**src/rtl/alu.sv**
```systemverilog
// -----------------------------------------------------------------------------
// alu -- single-stage 32-bit unsigned arithmetic/logic unit.
//
// The result is computed combinationally from A, B and operatie and captured
// in one register stage, so every output reflects the inputs sampled at the
// previous rising clock edge. A new operation is accepted on every cycle and
// there is no handshake.
//
// Ports:
//   clk            in   1   rising-edge clock
//   rst_n          in   1   synchronous active-low reset
//   A              in  32   first operand (unsigned)
//   B              in  32   second operand (unsigned); shift amount for shifts
//   operatie       in   4   operation select:
//                           0 ADD, 1 SUB, 2 MUL (low 32 bits), 3 DIV,
//                           4 AND, 5 OR, 6 XOR, 7 SHL, 8 SHR (logical),
//                           9-15 produce all-zero results
//   rezultat       out 32   registered primary result
//   rest_rezultat  out 32   registered remainder (DIV only, else 0)
//   zero           out  1   registered flag, 1 when rezultat is zero
// -----------------------------------------------------------------------------
module alu (
  input  logic        clk,
  input  logic        rst_n,
  input  logic [31:0] A,
  input  logic [31:0] B,
  input  logic [3:0]  operatie,
  output logic [31:0] rezultat,
  output logic [31:0] rest_rezultat,
  output logic        zero
);

  localparam logic [3:0] OP_ADD = 4'd0;
  localparam logic [3:0] OP_SUB = 4'd1;
  localparam logic [3:0] OP_MUL = 4'd2;
  localparam logic [3:0] OP_DIV = 4'd3;
  localparam logic [3:0] OP_AND = 4'd4;
  localparam logic [3:0] OP_OR  = 4'd5;
  localparam logic [3:0] OP_XOR = 4'd6;
  localparam logic [3:0] OP_SHL = 4'd7;
  localparam logic [3:0] OP_SHR = 4'd8;

  logic [31:0] rezultat_d;
  logic [31:0] rezultat_q;
  logic [31:0] rest_rezultat_d;
  logic [31:0] rest_rezultat_q;
  logic        zero_d;
  logic        zero_q;

  // Next-result computation for the selected operation.
  always_comb begin
    rezultat_d      = 32'd0;
    rest_rezultat_d = 32'd0;
    case (operatie)
      OP_ADD: rezultat_d = A + B;
      OP_SUB: rezultat_d = A - B;
      // Only the low 32 bits of the product are kept.
      OP_MUL: rezultat_d = A * B;
      OP_DIV: begin
        // Divide by zero: saturated quotient, dividend passed through as remainder.
        if (B == 32'd0) begin
          rezultat_d      = 32'hFFFF_FFFF;
          rest_rezultat_d = A;
        end else begin
          rezultat_d      = A / B;
          rest_rezultat_d = A % B;
        end
      end
      OP_AND: rezultat_d = A & B;
      OP_OR:  rezultat_d = A | B;
      OP_XOR: rezultat_d = A ^ B;
      OP_SHL: begin
        // The full B is the shift amount; anything >= 32 shifts every bit out.
        if (B >= 32'd32) begin
          rezultat_d = 32'd0;
        end else begin
          rezultat_d = A << B[4:0];
        end
      end
      OP_SHR: begin
        if (B >= 32'd32) begin
          rezultat_d = 32'd0;
        end else begin
          rezultat_d = A >> B[4:0];
        end
      end
      default: begin
        rezultat_d      = 32'd0;
        rest_rezultat_d = 32'd0;
      end
    endcase
    // Flag follows the primary result only, never the remainder.
    zero_d = (rezultat_d == 32'd0);
  end

  // Output register stage with synchronous reset.
  always_ff @(posedge clk) begin
    if (!rst_n) begin
      rezultat_q      <= 32'd0;
      rest_rezultat_q <= 32'd0;
      zero_q          <= 1'b1;
    end else begin
      rezultat_q      <= rezultat_d;
      rest_rezultat_q <= rest_rezultat_d;
      zero_q          <= zero_d;
    end
  end

  assign rezultat      = rezultat_q;
  assign rest_rezultat = rest_rezultat_q;
  assign zero          = zero_q;

endmodule

```
**config.mk**
```make
export PLATFORM = sky130hd
export DESIGN_NAME = alu
export DESIGN_NICKNAME = d
export VERILOG_FILES = /design/src/rtl/alu.sv
export SDC_FILE = /design/constraint.sdc
export NUM_CORES = 2
export LEC_CHECK = 0
export ABC_AREA = 1
export BUFFER_PORTS_ARGS = -buffer_cell sky130_fd_sc_hd__buf_2
export CAP_MARGIN = 25
export CELL_PAD_IN_SITES_DETAIL_PLACEMENT = 0
export CELL_PAD_IN_SITES_GLOBAL_PLACEMENT = 1
export CORE_UTILIZATION = 43
export DETAILED_ROUTE_END_ITERATION = 6
export PLACE_DENSITY = 0.87
export SKIP_LAST_GASP = 1
export SYNTH_ARGS = -nofsm -noshare
export SYNTH_HDL_FRONTEND = slang
export SYNTH_SLANG_ARGS = --single-unit
```
**constraint.sdc**
```tcl
create_clock -name clk -period 68.5 [get_ports clk]
set_input_delay 3.425 -clock clk [delete_from_list [all_inputs] [get_ports clk]]
set_output_delay 3.425 -clock clk [all_outputs]
set_load 0.05 [all_outputs]
```
==> results.sh <==
export IMPL_hold_path_class="in2reg"
export IMPL_critical_path_max_fanout=16
export IMPL_detailed_place_hpwl_um=188000
export IMPL_p_comb_frac=0.955
export IMPL_actual_slew_at_the_worst_max_slew_pin_ps=1100
export IMPL_slew_limit_headroom=0.261
export IMPL_initial_utilization=0.433
export IMPL_routedWlPerCell_um=22.6
export IMPL_cts_htree_levels=3
export IMPL_synthFlopType="dfxtp_1"
export IMPL_clk_pin_slew_worst_paths_ps=80
export IMPL_finish_instance_area_mm2=0.0648
export IMPL_highest_clock_rate_mhz=15.3
export IMPL_die_area_mm2=0.132
export IMPL_layout_min_cycle_time_ps=65440
export IMPL_finalCoreUtilization=0.500
export IMPL_layout_filler_cells=13113
export IMPL_ir_drop_v=0.000135
export IMPL_outcome="finished with violations"
export IMPL_grt_antenna_before_repair=19
export IMPL_cts_tree="yes"
export IMPL_drt_pass1_iterations=7
export IMPL_synth_seq_cells=65
export IMPL_post_synth_num_cell_types=92
export IMPL_cts_root_buf="clkbuf_16"
export IMPL_internal_power_mw=0.868
export IMPL_via_count=62861
export IMPL_slew_viol_final=0
export IMPL_critPathSlowestCell="nor4_4"
export IMPL_critical_path_class="in2reg"
export IMPL_critPathCaptureType="register"
export IMPL_buffer_ports_inserted=134
export IMPL_yosysTopAreaCellShare=0.168
export IMPL_p_leak_nw=34.5
export IMPL_violations="design-rule violations"
export IMPL_design_final_nets=10348
export IMPL_placedCellCount=10684
export IMPL_finalNonFillerCells=10870
export IMPL_detail_route_wirelength_um=246000
export IMPL_worstPathArrival_ps=65810
export IMPL_cts_root_to_sink_buffers=2
export IMPL_netlist_top_cells_area="ha_1, nand2_1, fa_1"
export IMPL_timing_final_hold_violations=0
export IMPL_start_kind="primary input"
export IMPL_netlist_area_mm2=0.0561
export IMPL_synth_enable_flop_cells=0
export IMPL_first_global_vias=57424
export IMPL_post_route_period_util=0.955
export IMPL_globalRoute_totalOverflow=0
export IMPL_sw_frac_of_total=0.601
export IMPL_setup_viol_count_final=0
export IMPL_grt_max_degree=71
export IMPL_power_net_switching_mw=1.31
export IMPL_sequentialPowerShare=0.021
export IMPL_synth_most_common_cell="nand2_1"
export IMPL_fin_hold_ws_ps=3330
export IMPL_placementRows=132
export IMPL_grtUsageTotal=0.352
export IMPL_avgSynthCellArea_um2=6.40
export IMPL_floorplan_core_area_mm2=0.129
export IMPL_numCtsBuffers=9
export IMPL_syn_num_nets=9999
export IMPL_antenna_left=0
export IMPL_clkPwrFrac=0.024
export IMPL_synthesis_yosys_warnings=0
export IMPL_wire_length_of_the_first_global_routing_pass_um=353000
export IMPL_boundaryPins=135
export IMPL_report_power_total_mw=2.18
export IMPL_postSynth_asyncResetShare=0
export IMPL_cts_sinks=65
export IMPL_die_h_um=363
export IMPL_dieWidth_um=363
export IMPL_route_detailed_vias_per_inst=5.78
export IMPL_post_route_cells_drive_above_1_share=0.176
export IMPL_yosysTopAreaCell="ha_1"
export IMPL_detailedRoute_firstIterationViolations=7502
export IMPL_critPathRequiredTime_ps=68870
export IMPL_drc_errors=5
export IMPL_placed_area_mm2=0.0597
export IMPL_crit_path_frequent_cell="nand2_1"
export IMPL_mapped_cells=8768
export IMPL_synthToLayoutAreaGrowth_pct=15.5
export IMPL_ys_seq_area_frac=0.0232
export IMPL_timing_critical_path_slowest_cell_delay_ps=450
export IMPL_place_gp_congestion=1.18
export IMPL_post_synth_most_frequent_cells="nand2_1, inv_1, ha_1"
export IMPL_cellPowerDensity_mw_per_mm2=33.6
export IMPL_maxCapViolations=0
==> cells in the final DEF, fill, tap and decap left out, drive strengths merged, types with 35 or more instances in the layout <==
master and instances:
or2 70, inv 1543, nor4 40, o21ai 491
nand3 430, dfxtp 65, xor2 291, nand2 2367
ha 751, and2 35, a21oi 636, a31oi 40
nor3 72, buf 629, nor2 578, nand4 65
xnor2 185, a21boi 43, fa 410
==> what timing repair did <==
item | CTS | global route
pin swaps | 4 | 214
endpoints found under the setup margin | 34 | 36
hold buffers | 0 | 0
cloned | 2 | 15
resized for setup | 35 | 681
buffers inserted | 6 | 139
==> path summary, 6_finish.rpt <==
check	to	cells after the start	slack (ps)	startpoint
setup / recovery	zero	482	3060	B[14]
hold / removal	zero	2	3330	rst_n
==> per-stage QoR <==
stage	setup slack [ps]	setup TNS, ps
3_3_place_gp	-1470	-38570
6_report	3060	0
3_5_place_dp	-2780	-79350
4_1_cts	4.24	0
5_1_grt	-1130	-30070
2_1_floorplan	3970	0
==> critical path: cells and delay by family <==
| family | cells | cell delay, ps |
|---|---|---|
| XOR/XNOR | 4 | 550 |
| multiplexers | 1 | 240 |
| buffers and inverters | 68 | 6720 |
| AND/OR/NAND/NOR | 241 | 25670 |
| adder cells (fa/ha/maj) | 31 | 8560 |
| AO/OA/AOI/OAI | 137 | 20430 |
==> metal layers <==
layer | vias up | wire length [µm] | track usage | part of all wire
li1 | 28848 | - | - | -
met1 | 29311 | 98800 | 0.475 | 0.40
met2 | 3868 | 97500 | 0.502 | 0.40
met3 | 810 | 33400 | 0.110 | 0.14
met4 | 24 | 15700 | 0.176 | 0.064
met5 | - | 169 | 0 | 0.00069
==> area by class of cell <==
cell class              instances  area (µm²)  share of cell area
diodes                          6        15.0            0.000232
clock buffers                   9         225             0.00348
clock inverters                 7        56.3            0.000869
inverters                    1554        5900              0.0911
multi-input cells            6851       50300               0.777
flip-flops and latches         65        1300              0.0201
well taps                    1742        2180              0.0337
repair buffers                633        4730              0.0730
repair inverters                3        21.3            0.000328
==> power groups by stage <==
stage	clock, mW	sequential (mW)	combinational, mW
6_report	0.0525	0.0449	2.08
3_3_place_gp	0	0.0456	1.93
3_5_place_dp	0	0.0455	1.97
2_1_floorplan	0	0.0602	1.43
4_1_cts	0.0533	0.0448	1.99
5_1_grt	0.0543	0.0451	2.31
==> cell families (layout without fill, tap and decap cells) <==
kind of cell | count (synthesis) | in the layout | share of synthesized area
xor gates and xnor gates | 476 | 476 | 0.0743
AOI/OAI and AO/OA | 1523 | 1524 | 0.163
adders and majority gates | 1161 | 1161 | 0.314
other | 0 | 6 | 0
and+or+nand+nor | 3669 | 3679 | 0.285
DFF | 65 | 65 | 0.0232
muxes | 11 | 11 | 0.00241
buffers and inverters | 1863 | 2206 | 0.138
==> flip-flops by register name (all words and copies together), names as in the netlist <==
name           flops
zero               1
rezultat          32
rest_rezultat     32
Note: power is estimated with default switching activity, not from simulation.
